==> src/rtl/hv_efuse_load_ctrl_if.sv <==
// Efuse load bundle: efuse macro read port, register write port and the load handshake.
interface hv_efuse_load_ctrl_if #(
   parameter int EFUSE_WORD_NUM = 8,
   parameter int EFUSE_DATA_W   = 8
);
   localparam int AW = $clog2(EFUSE_WORD_NUM);

   logic                    i_efuse_load_req;
   logic                    i_efuse_ctrl_reg_en;
   logic                    o_efuse_load_done;
   logic [AW-1:0]           o_efuse_addr;
   logic                    o_efuse_rd_en;
   logic [EFUSE_DATA_W-1:0] i_efuse_rdata;
   logic                    o_reg_wr_en;
   logic [AW-1:0]           o_reg_wr_addr;
   logic [EFUSE_DATA_W-1:0] o_reg_wr_data;
   logic                    o_reg_efuse_vld;

   modport slave (
      input  i_efuse_load_req,
      input  i_efuse_ctrl_reg_en,
      input  i_efuse_rdata,
      output o_efuse_load_done,
      output o_efuse_addr,
      output o_efuse_rd_en,
      output o_reg_wr_en,
      output o_reg_wr_addr,
      output o_reg_wr_data,
      output o_reg_efuse_vld
   );

   modport master (
      output i_efuse_load_req,
      output i_efuse_ctrl_reg_en,
      output i_efuse_rdata,
      input  o_efuse_load_done,
      input  o_efuse_addr,
      input  o_efuse_rd_en,
      input  o_reg_wr_en,
      input  o_reg_wr_addr,
      input  o_reg_wr_data,
      input  o_reg_efuse_vld
   );
endinterface

==> src/rtl/hv_efuse_load_ctrl.sv <==
// Efuse-to-register loader; HV_EFUSE_CHKSUM_EN gates vld on an XOR checksum of the image.
// Latency: EFUSE_WORD_NUM*(EFUSE_RD_PULSE_NUM+2) cycles from request to done.
// Backpressure: none; dropping request or enable aborts, a held request never retriggers.
module hv_efuse_load_ctrl #(
   parameter int EFUSE_WORD_NUM     = 8,
   parameter int EFUSE_DATA_W       = 8,
   parameter int EFUSE_RD_PULSE_NUM = 4
) (
   input  logic                 i_clk,
   input  logic                 i_rst_n,
   hv_efuse_load_ctrl_if.slave  efuse_if
);
   localparam int AW = $clog2(EFUSE_WORD_NUM);
   localparam int PW = 4;
   localparam logic [AW-1:0] LAST_IDX   = AW'(EFUSE_WORD_NUM - 1);
   localparam logic [PW-1:0] LAST_PULSE = PW'(EFUSE_RD_PULSE_NUM - 1);

   typedef enum logic [2:0] {
      ST_IDLE,
      ST_SETUP,
      ST_STROBE,
      ST_CAPTURE,
      ST_DONE
   } state_t;

   state_t                  state_q, state_d;
   logic [AW-1:0]           idx_q, idx_d;
   logic [PW-1:0]           pcnt_q, pcnt_d;
   logic [EFUSE_DATA_W-1:0] rdata_q, rdata_d;
   logic                    vld_q, vld_d;
   logic                    armed_q, armed_d;
   logic                    go;
`ifdef HV_EFUSE_CHKSUM_EN
   logic [EFUSE_DATA_W-1:0] acc_q, acc_d;
`endif

   assign go = efuse_if.i_efuse_load_req & efuse_if.i_efuse_ctrl_reg_en;

   always_ff @(posedge i_clk or negedge i_rst_n) begin
      if (!i_rst_n) begin
         state_q <= ST_IDLE;
         idx_q   <= '0;
         pcnt_q  <= '0;
         rdata_q <= '0;
         vld_q   <= 1'b0;
         armed_q <= 1'b1;
`ifdef HV_EFUSE_CHKSUM_EN
         acc_q   <= '0;
`endif
      end else begin
         state_q <= state_d;
         idx_q   <= idx_d;
         pcnt_q  <= pcnt_d;
         rdata_q <= rdata_d;
         vld_q   <= vld_d;
         armed_q <= armed_d;
`ifdef HV_EFUSE_CHKSUM_EN
         acc_q   <= acc_d;
`endif
      end
   end

   always_comb begin
      state_d = state_q;
      idx_d   = idx_q;
      pcnt_d  = pcnt_q;
      rdata_d = rdata_q;
      vld_d   = vld_q;
      armed_d = armed_q;
`ifdef HV_EFUSE_CHKSUM_EN
      acc_d   = acc_q;
`endif
      // A load may only start after the request has been seen low since the last start.
      if (!efuse_if.i_efuse_load_req) begin
         armed_d = 1'b1;
      end

      case (state_q)
         ST_IDLE: begin
            if (go && armed_q) begin
               state_d = ST_SETUP;
               idx_d   = '0;
               vld_d   = 1'b0;
               armed_d = 1'b0;
`ifdef HV_EFUSE_CHKSUM_EN
               acc_d   = '0;
`endif
            end
         end
         ST_SETUP: begin
            if (!go) begin
               state_d = ST_IDLE;
            end else begin
               state_d = ST_STROBE;
               pcnt_d  = '0;
            end
         end
         ST_STROBE: begin
            if (!go) begin
               state_d = ST_IDLE;
            end else if (pcnt_q == LAST_PULSE) begin
               state_d = ST_CAPTURE;
               rdata_d = efuse_if.i_efuse_rdata;
            end else begin
               pcnt_d = pcnt_q + 1'b1;
            end
         end
         ST_CAPTURE: begin
`ifdef HV_EFUSE_CHKSUM_EN
            if (idx_q != LAST_IDX) begin
               acc_d = acc_q ^ rdata_q;
            end
`endif
            if (!go) begin
               state_d = ST_IDLE;
            end else if (idx_q == LAST_IDX) begin
               state_d = ST_DONE;
`ifdef HV_EFUSE_CHKSUM_EN
               vld_d   = (acc_q == rdata_q);
`else
               vld_d   = 1'b1;
`endif
            end else begin
               state_d = ST_SETUP;
               idx_d   = idx_q + 1'b1;
            end
         end
         ST_DONE: begin
            if (!efuse_if.i_efuse_load_req) begin
               state_d = ST_IDLE;
            end
         end
         default: begin
            state_d = ST_IDLE;
         end
      endcase
   end

   // Outputs decode from the current state so reset clears them asynchronously.
   assign efuse_if.o_efuse_rd_en     = (state_q == ST_STROBE);
   assign efuse_if.o_efuse_addr      = ((state_q == ST_SETUP) || (state_q == ST_STROBE)) ? idx_q : '0;
   assign efuse_if.o_reg_wr_en       = (state_q == ST_CAPTURE);
   assign efuse_if.o_reg_wr_addr     = (state_q == ST_CAPTURE) ? idx_q : '0;
   assign efuse_if.o_reg_wr_data     = (state_q == ST_CAPTURE) ? rdata_q : '0;
   assign efuse_if.o_efuse_load_done = (state_q == ST_DONE);
   assign efuse_if.o_reg_efuse_vld   = vld_q;

endmodule

==> src/flat_wrapper.sv <==
// flat-port wrapper written by rule: the top's interface ports become plain ports
module hv_efuse_load_ctrl_flat 
#(
   parameter int EFUSE_WORD_NUM     = 8,
   parameter int EFUSE_DATA_W       = 8,
   parameter int EFUSE_RD_PULSE_NUM = 4
)
  (i_clk, i_rst_n, efuse_if_i_efuse_load_req, efuse_if_i_efuse_ctrl_reg_en, efuse_if_i_efuse_rdata, efuse_if_o_efuse_load_done, efuse_if_o_efuse_addr, efuse_if_o_efuse_rd_en, efuse_if_o_reg_wr_en, efuse_if_o_reg_wr_addr, efuse_if_o_reg_wr_data, efuse_if_o_reg_efuse_vld);
  hv_efuse_load_ctrl_if #(.EFUSE_WORD_NUM(EFUSE_WORD_NUM), .EFUSE_DATA_W(EFUSE_DATA_W)) efuse_if_i ();
  input  logic i_clk;
  input  logic i_rst_n;
  input wire logic [$bits(efuse_if_i.i_efuse_load_req)-1:0] efuse_if_i_efuse_load_req;
  input wire logic [$bits(efuse_if_i.i_efuse_ctrl_reg_en)-1:0] efuse_if_i_efuse_ctrl_reg_en;
  input wire logic [$bits(efuse_if_i.i_efuse_rdata)-1:0] efuse_if_i_efuse_rdata;
  output wire logic [$bits(efuse_if_i.o_efuse_load_done)-1:0] efuse_if_o_efuse_load_done;
  output wire logic [$bits(efuse_if_i.o_efuse_addr)-1:0] efuse_if_o_efuse_addr;
  output wire logic [$bits(efuse_if_i.o_efuse_rd_en)-1:0] efuse_if_o_efuse_rd_en;
  output wire logic [$bits(efuse_if_i.o_reg_wr_en)-1:0] efuse_if_o_reg_wr_en;
  output wire logic [$bits(efuse_if_i.o_reg_wr_addr)-1:0] efuse_if_o_reg_wr_addr;
  output wire logic [$bits(efuse_if_i.o_reg_wr_data)-1:0] efuse_if_o_reg_wr_data;
  output wire logic [$bits(efuse_if_i.o_reg_efuse_vld)-1:0] efuse_if_o_reg_efuse_vld;
  assign efuse_if_i.i_efuse_load_req = efuse_if_i_efuse_load_req;
  assign efuse_if_i.i_efuse_ctrl_reg_en = efuse_if_i_efuse_ctrl_reg_en;
  assign efuse_if_i.i_efuse_rdata = efuse_if_i_efuse_rdata;
  assign efuse_if_o_efuse_load_done = efuse_if_i.o_efuse_load_done;
  assign efuse_if_o_efuse_addr = efuse_if_i.o_efuse_addr;
  assign efuse_if_o_efuse_rd_en = efuse_if_i.o_efuse_rd_en;
  assign efuse_if_o_reg_wr_en = efuse_if_i.o_reg_wr_en;
  assign efuse_if_o_reg_wr_addr = efuse_if_i.o_reg_wr_addr;
  assign efuse_if_o_reg_wr_data = efuse_if_i.o_reg_wr_data;
  assign efuse_if_o_reg_efuse_vld = efuse_if_i.o_reg_efuse_vld;
  hv_efuse_load_ctrl #(.EFUSE_WORD_NUM(EFUSE_WORD_NUM), .EFUSE_DATA_W(EFUSE_DATA_W), .EFUSE_RD_PULSE_NUM(EFUSE_RD_PULSE_NUM)) u_core (.i_clk(i_clk), .i_rst_n(i_rst_n), .efuse_if(efuse_if_i));
endmodule
==> config.mk <==
export PLATFORM = sky130hd
export DESIGN_NAME = hv_efuse_load_ctrl_flat
export DESIGN_NICKNAME = d
export VERILOG_FILES = /design/src/rtl/hv_efuse_load_ctrl_if.sv /design/src/rtl/hv_efuse_load_ctrl.sv /design/src/flat_wrapper.sv
export SDC_FILE = /design/constraint.sdc
export NUM_CORES = 1
export LEC_CHECK = 0
export CAP_MARGIN = 20
export CORE_ASPECT_RATIO = 1.4
export CORE_UTILIZATION = 50
export DETAILED_ROUTE_END_ITERATION = 12
export GPL_ROUTABILITY_DRIVEN = 0
export PLACE_DENSITY_LB_ADDON = 0.05
export SETUP_SLACK_MARGIN = 0.05
export SLEW_MARGIN = 20
export SYNTH_ARGS = -nofsm -noshare
export SYNTH_HDL_FRONTEND = slang
export SYNTH_SLANG_ARGS = --single-unit
==> constraint.sdc <==
create_clock -name i_clk -period 3.43 [get_ports i_clk]
set_clock_uncertainty 0.2 [all_clocks]
set_input_delay 0.5145 -clock i_clk [delete_from_list [all_inputs] [get_ports i_clk]]
set_output_delay 0.5145 -clock i_clk [all_outputs]
set_load 0.03 [all_outputs]
; ---- After elaboration in Yosys (flattened, before gate mapping)
; Cells that the tools add are included.
[totals]
wordCells = 60
input_bits = 12
output_inout_bits = 18
ff_bits = 20
[op_classes]
n_eq_ne = 15
muxes = 26
addsub = 2
reduce_logical = 10
bitwise_logic = 1
[op_table]
columns = operator, n
row1 = $mux W3, 11
row2 = $pmux W3 S5, 1
row3 = $mux W4, 3
row4 = $reduce_and A4 Y1, 3
row5 = $ne A2 B1 Y1 const B, 5
row6 = $mux W8, 1
row7 = $pmux W4 S2, 1
row8 = $eq A3 B2 Y1 const B, 2
row9 = $eq A3 B3 Y1 const B, 2
row10 = $mux W1, 6
row11 = $ne A2 B2 Y1 const B, 3
row12 = $pmux W3 S2, 1
row13 = $reduce_and A3 Y1, 2
row14 = $add A4 B1 Y4 const B, 1
row15 = $eq A4 B2 Y1 const B, 1
row16 = $reduce_bool A2 Y1, 2
row17 = $add A3 B1 Y3 const B, 1
row18 = $eq A3 B1 Y1 const B, 1
row19 = $logic_not A3 Y1, 1
row20 = $ne A3 B3 Y1 const B, 1
row21 = $mux W2, 1
row22 = $pmux W1 S2, 1
row23 = $and A1 B1 Y1, 1
row24 = $logic_and A1 B1 Y1, 1
row25 = $logic_or A1 B1 Y1, 1

; ---- Depth between registers and ports, before layout
; Gate-level depths: netlist of run 1.
[logic_depth]
word_depth = 4
ltp_mapped = 5
depth_no_buf = 5

; ---- Worst setup path before layout of run 1
; No wires, ideal clock.
[synth_timing]
path_kind = reg-to-output
startpoint = register u_core.state_q[2]
endpoint = output port efuse_if_o_reg_wr_addr[0]
path_slack_ns = 1.255
arrival_ns = 1.460
t_required_ns = 2.715
path_stages_with_launch = 4
path_buffers = 1
path_cell_list = dfrtp_1 -> and3b_2 -> clkbuf_1 -> and2_1
[synth_via]
elab_chain_cells = 2
[synth_lines]
columns = element, line_no
row1 = "start, declared", hv_efuse_load_ctrl.sv:26  ; state_t state_q, state_d;
row2 = "start signal, assigned", hv_efuse_load_ctrl.sv:51  ; state_q <= state_d;
row3 = $eq A3 B2 Y1, n/a
row4 = net efuse_if_o_reg_wr_en, flat_wrapper.sv:18  ; output wire logic [$bits(efuse_if_i.o_reg_wr_en)-1:0] efuse_if_o_reg_wr_en;
row5 = $mux W3, hv_efuse_load_ctrl.sv:143  ; assign efuse_if.o_reg_wr_addr = (state_q == ST_CAPTURE) ? idx_q : '0;
row6 = "end, declared", flat_wrapper.sv:19  ; output wire logic [$bits(efuse_if_i.o_reg_wr_addr)-1:0] efuse_if_o_reg_wr_addr;
; The timed path passes the listed nets, and every way through them passes these cells.

; ---- Worst setup path after layout of run 1
[layout_timing]
startpoint = register u_core.state_q[0]
endpoint = output port efuse_if_o_efuse_addr[1]
[layout_via]
elab_chain_cells = 3
elab_cells_between_ends = 4
classes_between = eq/ne: 2 / mux: 1 / reduce/logical: 1
[layout_lines]
columns = element, line_no
row1 = $eq A3 B1 Y1 / $eq A3 B2 Y1 (equally long branches), hv_efuse_load_ctrl.sv:141  ; assign efuse_if.o_efuse_addr = ((state_q == ST_SETUP) || (state_q == ST_STROBE)) ? idx_q : '0;
row2 = $logic_or A1 B1 Y1 *, hv_efuse_load_ctrl.sv:141
row3 = $mux W3 *, hv_efuse_load_ctrl.sv:141
row4 = "end, declared", flat_wrapper.sv:16  ; output wire logic [$bits(efuse_if_i.o_efuse_addr)-1:0] efuse_if_o_efuse_addr;
; Every way passes the cells marked *; elsewhere a longest branch is shown, timed or not.

==> metrics, run 1 <==
per-cell routed wire length 14.9 um; Tmin final 2.91 ns; total power 0.645 mW; # H-tree levels 1; FMAX roughly 340 MHz; Iter 0 DRT Violations 22; Horiz. Die Dim 41.3 um; clock buffer depth 2; drt first pass iters 4; worst r2r src u_core.state_q[1]; Initial Util a little over half; HPWL Detailed between 1500 and 2000 um; Unique masters post-synth 38; FF-to-FF path depth 4; synthesized area between 0.001 and 0.0015 sq mm; Place WS ~0.9 ns; worst setup margin around 0.52 ns; RSZ-0062 raised after global routing false; Crit. Startpoint u_core.state_q[0]; worst path arrival time 2.19 ns; largest net degree at the start of global routing 21; Nets 142; final-report setup violation count 0; gr busiest metal met2; HP Start u_core.armed_q; DRC violations left 0; sequential share of the synthesized area a little under half; ANT cells 0; Pwr Density 454 mW/mm^2; max-slew violation count 0; clock transition at the registers of the reported paths 0.12 ns; MaxCap Viol Count 0; I/O pin total 30; Slew HR 40.3%; die height ~57 um; top_reg_cell synth dfrtp_1; final hold violation count 0; Async S/R FF share, synth 100%; Peak VDD IR between 300 and 400 uV; DRT Wirelength around 2200 um; status finished clean; post_cts resized 0; share of cells above drive strength 1 17.5%; Total GRT Usage 22.0%; initial antenna violation count 0; setup slack, reg-to-reg 1.40 ns; number of global-route vias before repair around 830; final period utilization 84.8%; hold-fix buffers at CTS 0; Post-Syn Area per Cell 11.1 sq um; Critical Path Fanout Max 10; gr ovfl total 0; Worst Hold Class reg2reg; Worst EP required about 2.7 ns; area grow syn2layout 31.6%; Num CTS Buffers 3; clk_lat worst skew roughly 0.3 ns; M3 GR Usage under 10%; Die Footprint 0.00235 sq mm; core area 0.00200 sq mm; clock sinks 20; Post-synth EDFFs 0; postcts setup bufs 0; grt met1 use 31.1%; Cell Rows 19; total number of vias 847; P_leak 0.655 nW; met2 Track Usage GR approximately a third; crit path capture efuse_if_o_efuse_addr[1]; Critical Path Start Type flop; ANT nets after route 0; worst-margin pin slew between 0.8 and 0.9 ns; first-pass GRT wire length 3660 um; CTS tree yes; drt via density approximately 5.8; port bufs 29; crit path capture type primary output; CP Class reg2out; Mapped Nets 112; Mapped Cells 97; Worst R2R End u_core.rdata_q[4]; register bit total from synthesis 20; Ys Warns 0; Setup TNS Final 0 ns; clk root buf clkbuf_4
## report_power, final
group          leakage (nW)  switching [mW]  internal (mW)
combinational         0.354          0.0821         0.0718
sequential            0.273          0.0372          0.263
clock                0.0279          0.0731          0.118
total                 0.655           0.192          0.453
## cells by family after synthesis
| family | after synthesis | synth area share, % |
|---|---|---|
| AOI/OAI and AO/OA | 15 | 11.8 |
| xor gates and xnor gates | 1 | 0.811 |
| adders and majority gates | 3 | 3.48 |
| buffers and inverters | 9 | 4.29 |
| DFF | 20 | 46.5 |
| muxes | 10 | 10.4 |
| and+or+nand+nor | 39 | 22.7 |
## per-layer routing
metal / vias to the layer above / routed length (um)
li1: 409 / -
met3: 2 / 81
met2: 25 / 1170
met1: 411 / 917
met5: - / 0
met4: 0 / 18
## flip-flops by register name, indices dropped and copies added (netlist names)
signal and flops:
u_core.pcnt_q 4, u_core.idx_q 3, u_core.state_q 3, u_core.rdata_q 8, u_core.armed_q 1, u_core.efuse_if.o_reg_efuse_vld 1
## synth_stat cells (all sizes together) (2+ instances only)
cell type | n | area share, %
mux2 | 10 | 10
nor3b | 2 | 1.4
and2 | 16 | 9.4
buf | 3 | 2.2
a22o | 3 | 2.4
nor2 | 3 | 1.0
dfrtp | 19 | 44
ha | 3 | 3.5
nand2 | 3 | 1.0
a211oi | 2 | 1.4
nand3 | 5 | 2.3
and3b | 2 | 1.7
inv | 5 | 1.7
o211ai | 3 | 2.5
## stage by stage
stage	util [%]	hold WS, ns	std cells	area, sq um
floorplan	-	0.0189	97	1080
global placement	68.5	0.277	143	1370
detailed placement	68.5	0.271	143	1370
CTS	71.2	0.297	147	1420
global route	71.2	0.329	147	1420
finish	71.2	0.292	147	1420
## worst max-delay path, stage by stage (launching register included)
cell	delay, ns
dfrtp_1	0.50
xnor2_1	0.50
nor2_1	0.13
and2_1	0.19
clkdlybuf4s50_1	0.58
## cell usage in the layout (no fill, tap or decap), types with 2 or more instances in the layout
master / count
mux2_2: 10
o211ai_1: 2
a22o_1: 3
inv_1: 4
nand3_1: 5
ha_1: 3
dfrtp_1: 19
nor3b_1: 2
a211oi_1: 2
clkdlybuf4s50_1: 29
and2_1: 15
nor2_1: 3
nand2_1: 3
clkbuf_4: 3
## worst min path at each step
stage                     cells after the start                              end  slack (ns)
after global placement                        2                   u_core.armed_q        0.28
final                                         2                   u_core.armed_q        0.29
after global routing                          2                   u_core.armed_q        0.33
after CTS                                     2                   u_core.armed_q        0.30
after detailed placement                      2                   u_core.armed_q        0.27
after floorplan                               0  u_core.efuse_if.o_reg_efuse_vld        0.02
## layout make-up
| type | count | area (sq um) |
|---|---|---|
| Multi-Input combinational cell | 68 | 532 |
| Clock buffer | 3 | 22.5 |
| Tap cell | 21 | 26.3 |
| Sequential cell | 20 | 502 |
| Inverter | 5 | 18.8 |
| Clock inverter | 1 | 30.0 |
| Timing Repair Buffer | 29 | 290 |
| Fill cell | 147 | 576 |
Note: power is estimated with default switching activity, not from simulation.
==> inputs of run 2 (changes only) <==
Settings changed: CORE_UTILIZATION 50 to 42.
Clock period 3.43 ns to 2.4 ns, I/O delays scaled along.
==> run 2 against run 1 <==
Effect of this change:
- clock-buffer cell count stayed put
- register-to-register slack got worse by 1.0 ns
- worst hold slack got worse by 0.11 ns
- wire length up 1.9%
- final area up 1.4%
- core utilization is 12 points lower
- clock power grew 48%
==> metrics, run 2 (synthesis gave the netlist of run 1 again) <==
status finished clean; number of global-route vias before repair 748; Iter 0 DRT Violations 9; gr ovfl total 0; ANT nets after route 0; Met2 Wirelength 1140 um; M1 WL roughly 960 um; max-slew violation count 0; final-report setup violation count 0; clock sinks 20; P_leak 0.721 nW; die height ~62 um; Cell Rows 21; # H-tree levels 1; CTS tree yes; Slew HR 63.0%; Nets 146; Critical Path Fanout Max 11; Pwr Density 656 mW/mm^2; I/O pin total 30; met3 wire length ~74 um; ANT cells 0; area grow syn2layout 33.5%; total power 0.945 mW; per-cell routed wire length 13.6 um; Tmin final 2.24 ns; CP Class reg2out; Top Layer Used met4; crit path capture type primary output; Peak VDD IR ~410 uV; DRC violations left 0; CP cell instances xnor2_1, nor2_1, and2_1, dlygate4sd2_1; RSZ-0062 raised after global routing false; clock transition at the registers of the reported paths 0.12 ns; Initial Util roughly 45%; final period utilization between 90% and 100%; worst path arrival time ~1.7 ns; postcts setup bufs 0; commonest non-fill, non-tap cell in the layout dfrtp_1; drt first pass iters 4; Horiz. Die Dim 44.9 um; core area between 0.002 and 0.0025 sq mm; FMAX 445 MHz; Die Footprint around 0.0028 sq mm; Num CTS Buffers 3; hold-fix buffers at CTS 0; first-pass GRT wire length 3460 um; largest reg by FF count u_core.rdata_q; slowest CP cell dfrtp_2; largest net degree at the start of global routing 21; total number of vias 843; Critical Path Start Type flop; clk_lat worst skew about 0.31 ns; worst-margin pin slew 0.550 ns; most frequent cells in the layout 18 x dfrtp_1, 15 x and2_1, 12 x clkdlybuf4s50_1; DRT Wirelength 2230 um; share of cells above drive strength 1 between 20% and 30%; clock buffer depth 2; Worst EP required 1.84 ns; port bufs 29; top flop regs u_core.rdata_q x8, u_core.pcnt_q x4; final core utilization 59.6%; Slowest Stage Delay on Critical Path 0.50 ns; Setup TNS Final 0 ns; HPWL Detailed 1560 um; max reg flops 8; clk root buf clkbuf_4; Total GRT Usage 17.8%; initial antenna violation count 0; MaxCap Viol Count 0; drt via density 5.14; final hold violation count 0; Worst Hold Class in2async
-- run 2: cell types whose count changed in the layout (fill, tap and decap cells not counted) --
cell and delta:
clkdlybuf4s50_1 -17, dfrtp_2 +1, buf_4 +3, and3b_1 +1
clkdlybuf4s15_1 +6, dlygate4sd2_1 +7, dfrtp_1 -1, clkbuf_2 +4
-- run 2: area by class of cell --
class | count | area, sq um
timing repair buffer | 32 | 284
clock inverter | 1 | 30.0
clock buffer | 3 | 22.5
fill | 218 | 976
inverter | 5 | 18.8
sequential | 20 | 503
multi-input combinational | 69 | 541
tap | 34 | 42.5
-- run 2: layer usage --
layer | vias to the layer above | global-route usage, %
li1 | 420 | -
met1 | 400 | 20.8
met2 | 19 | 30.0
met3 | 4 | 2.89
met4 | 0 | 11.7
met5 | - | 0
-- run 2: stage by stage --
step / worst slack [ns] / area (sq um) / cells / hold WS (ns)
5_1_grt: 0.0703 / 1440 / 164 / 0.189
3_3_place_gp: 0.151 / 1410 / 159 / 0.270
6_report: 0.155 / 1440 / 164 / 0.182
2_1_floorplan: 0.380 / 1080 / 97 / -0.136
4_1_cts: 0.0824 / 1440 / 163 / 0.191
3_5_place_dp: 0.170 / 1410 / 159 / 0.271
-- run 2: critical path: cells and delay by family, from the launching register on --
| family | cells | cell delay, ns |
|---|---|---|
| buf+inv | 1 | 0.39 |
| xor+xnor | 1 | 0.17 |
| simple gates | 2 | 0.33 |
| flops | 1 | 0.50 |
-- run 2: repair_timing --
item | in CTS | in global routing
pin swaps | 0 | 0
cloned | 0 | 1
resized for setup | 18 | 14
setup endpoints to repair | 17 | 11
-- run 2: report_power, final --
part | switching (mW) | total (mW) | internal (mW)
sequential | 0.0495 | 0.428 | 0.378
clock | 0.115 | 0.283 | 0.169
combinational | 0.120 | 0.234 | 0.114
-- run 2: final timing paths --
| kind | start | end | slack, ns | cells after the start |
|---|---|---|---|---|
| worst max-delay path | u_core.state_q[0] | efuse_if_o_efuse_addr[1] | 0.16 | 4 |
| worst min-delay path | i_rst_n | u_core.pcnt_q[2] | 0.18 | 2 |
| worst max register to register | u_core.pcnt_q[0] | u_core.rdata_q[7] | 0.39 | 4 |
| worst min register to register | u_core.armed_q | u_core.armed_q | 0.29 | 2 |
| max in group asynchronous | i_rst_n | u_core.armed_q | 1.55 | 2 |
| min in group i_clk | u_core.armed_q | u_core.armed_q | 0.29 | 2 |
==> inputs of run 3 (changes only) <==
Settings changed: CORE_MARGIN set to 2.
==> run 3 against run 2 <==
Effect of this change:
- final area down 0.87%
- global-route usage fell by 1.5 points
- worst hold slack improved by 0.0091 ns
- critical endpoint is now efuse_if_o_efuse_rd_en
- largest power group unchanged
- first-iteration DRC count up 22%
- maximum frequency fell by 1.6%
==> metrics, run 3 (synthesis gave the netlist of run 1 again) <==
Horiz. Die Dim 46.9 um; number of global-route vias before repair 838; met3 wire length 71 um; Clk pwr share 19.9%; clock transition at the registers of the reported paths 0.11 ns; share of cells above drive strength 1 19.2%; per-cell routed wire length 13.0 um; DRT Wirelength 2130 um; ANT nets after route 0; core area between 0.002 and 0.0025 sq mm; DRC violations left 0; FF-to-FF path depth 4; net switching power 0.267 mW; Slew HR between 60% and 70%; Initial Util 44.7%; drt first pass iters 4; clk_lat worst skew 0.30 ns; Setup TNS Final 0 ns; worst-margin pin slew 0.522 ns; Iter 0 DRT Violations 11; total number of vias 857; area grow syn2layout 32.3%; FMAX 438 MHz; Worst R2R End u_core.rdata_q[5]; postcts setup bufs 0; most frequent cells in the layout 18 x dfrtp_1, 15 x and2_1, 12 x clkdlybuf4s50_1, 12 x dlygate4sd2_1, 10 x mux2_2; total power 0.826 mW; Critical Path Start Type flop; Peak VDD IR 471 uV; worst path arrival time about 1.7 ns; ANT cells 0; first-pass GRT wire length 3660 um; Num CTS Buffers 3; I/O pin total 30; Die Footprint roughly 0.003 sq mm; top flop regs u_core.rdata_q x8, u_core.pcnt_q x4; Worst EP required 1.84 ns; MaxCap Viol Count 0; Tmin final 2.28 ns; initial antenna violation count 0; Worst Hold Class in2async; clock buffer depth 2; port bufs 29; status finished clean; combinational fraction of design power 28.4%; final hold violation count 0; CTS tree yes; HPWL Detailed 1570 um; hold-fix buffers at CTS 0; RSZ-0062 raised after global routing false; P_leak just over 0.7 nW; crit path capture type primary output; final-report setup violation count 0; clock sinks 20; Cell Rows 21; internal power 0.559 mW; sw frac 32.3%; Pwr Density about 580 mW/mm^2; max reg flops 8; final period utilization 95.0%; drt via density 5.23; CP Class reg2out; setup slack, reg-to-reg a little over 0.4 ns; largest net degree at the start of global routing 21; Total GRT Usage 16.3%; sequential power share 51.7%; Top Layer Used met3; Critical Path Fanout Max 10; commonest non-fill, non-tap cell in the layout dfrtp_1; Met2 Wirelength 1150 um; max-slew violation count 0; M1 WL just over 900 um; die height 64.0 um; clk root buf clkbuf_4; worst r2r src u_core.state_q[2]; FILL cells 221; largest reg by FF count u_core.rdata_q; # H-tree levels 1; gr ovfl total 0; Nets 146
run 3: changes by cell type in the layout (fill, tap and decap cells not counted), sizes merged:
| cell | previous run | this run |
|---|---|---|
| dlygate4sd2 | 7 | 12 |
| clkdlybuf4s15 | 6 | 5 |
| clkbuf | 7 | 4 |
| bufinv | 1 | 0 |
run 3: stage by stage:
| stage | hold WS [ns] | instances | cell area, sq um | setup slack [ns] | util, % |
|---|---|---|---|---|---|
| after detailed placement | 0.268 | 159 | 1410 | 0.161 | 58.2 |
| after global placement | 0.272 | 159 | 1410 | 0.159 | 58.2 |
| after floorplan | -0.136 | 97 | 1080 | 0.380 | - |
| final | 0.192 | 164 | 1430 | 0.119 | 59.1 |
| after CTS | 0.187 | 163 | 1410 | 0.0952 | 58.5 |
| after global routing | 0.231 | 164 | 1430 | 0.0624 | 59.1 |
run 3: layer usage:
| layer | up-vias | track usage (%) |
|---|---|---|
| met4 | 0 | 6.25 |
| met3 | 0 | 1.69 |
| li1 | 421 | - |
| met5 | - | 0 |
| met1 | 415 | 20.4 |
| met2 | 21 | 27.6 |
run 3: critical path: stages (launching register included):
cell,delay (ns)
dfrtp_1,0.48
or3b_4,0.46
inv_2,0.11
clkdlybuf4s15_1,0.37
run 3: worst max-delay path by stage:
stage,start,end,slack [ns]
finish,u_core.state_q[2],efuse_if_o_efuse_rd_en,0.12
detailed placement,u_core.state_q[0],efuse_if_o_efuse_rd_en,0.16
CTS,u_core.state_q[2],efuse_if_o_efuse_rd_en,0.1
global route,u_core.state_q[2],efuse_if_o_efuse_rd_en,0.06
global placement,u_core.state_q[2],efuse_if_o_efuse_rd_en,0.16
floorplan,u_core.state_q[2],efuse_if_o_reg_wr_addr[0],0.38
run 3: power groups by stage:
stage / registers, mW / clock network (mW) / logic [mW]
detailed placement: 0.428 / 0 / 0.238
global placement: 0.427 / 0 / 0.235
CTS: 0.424 / 0.174 / 0.234
finish: 0.427 / 0.164 / 0.235
floorplan: 0.406 / 0 / 0.185
global route: 0.438 / 0.184 / 0.261
run 3: what timing repair did:
item / CTS / global route
cloned: 0 / 1
setup endpoints to repair: 17 / 6
resized for setup: 18 / 5
endpoints found under the hold margin: 0 / 0
run 3: area by class of cell:
class	instances	area (sq um)	area share, %
Tap cell	34	42.5	2.98
Sequential cell	20	503	35.2
Clock buffer	4	26.3	1.84
Inverter	5	18.8	1.31
Timing Repair Buffer	32	298	20.8
Multi-Input combinational cell	69	541	37.8
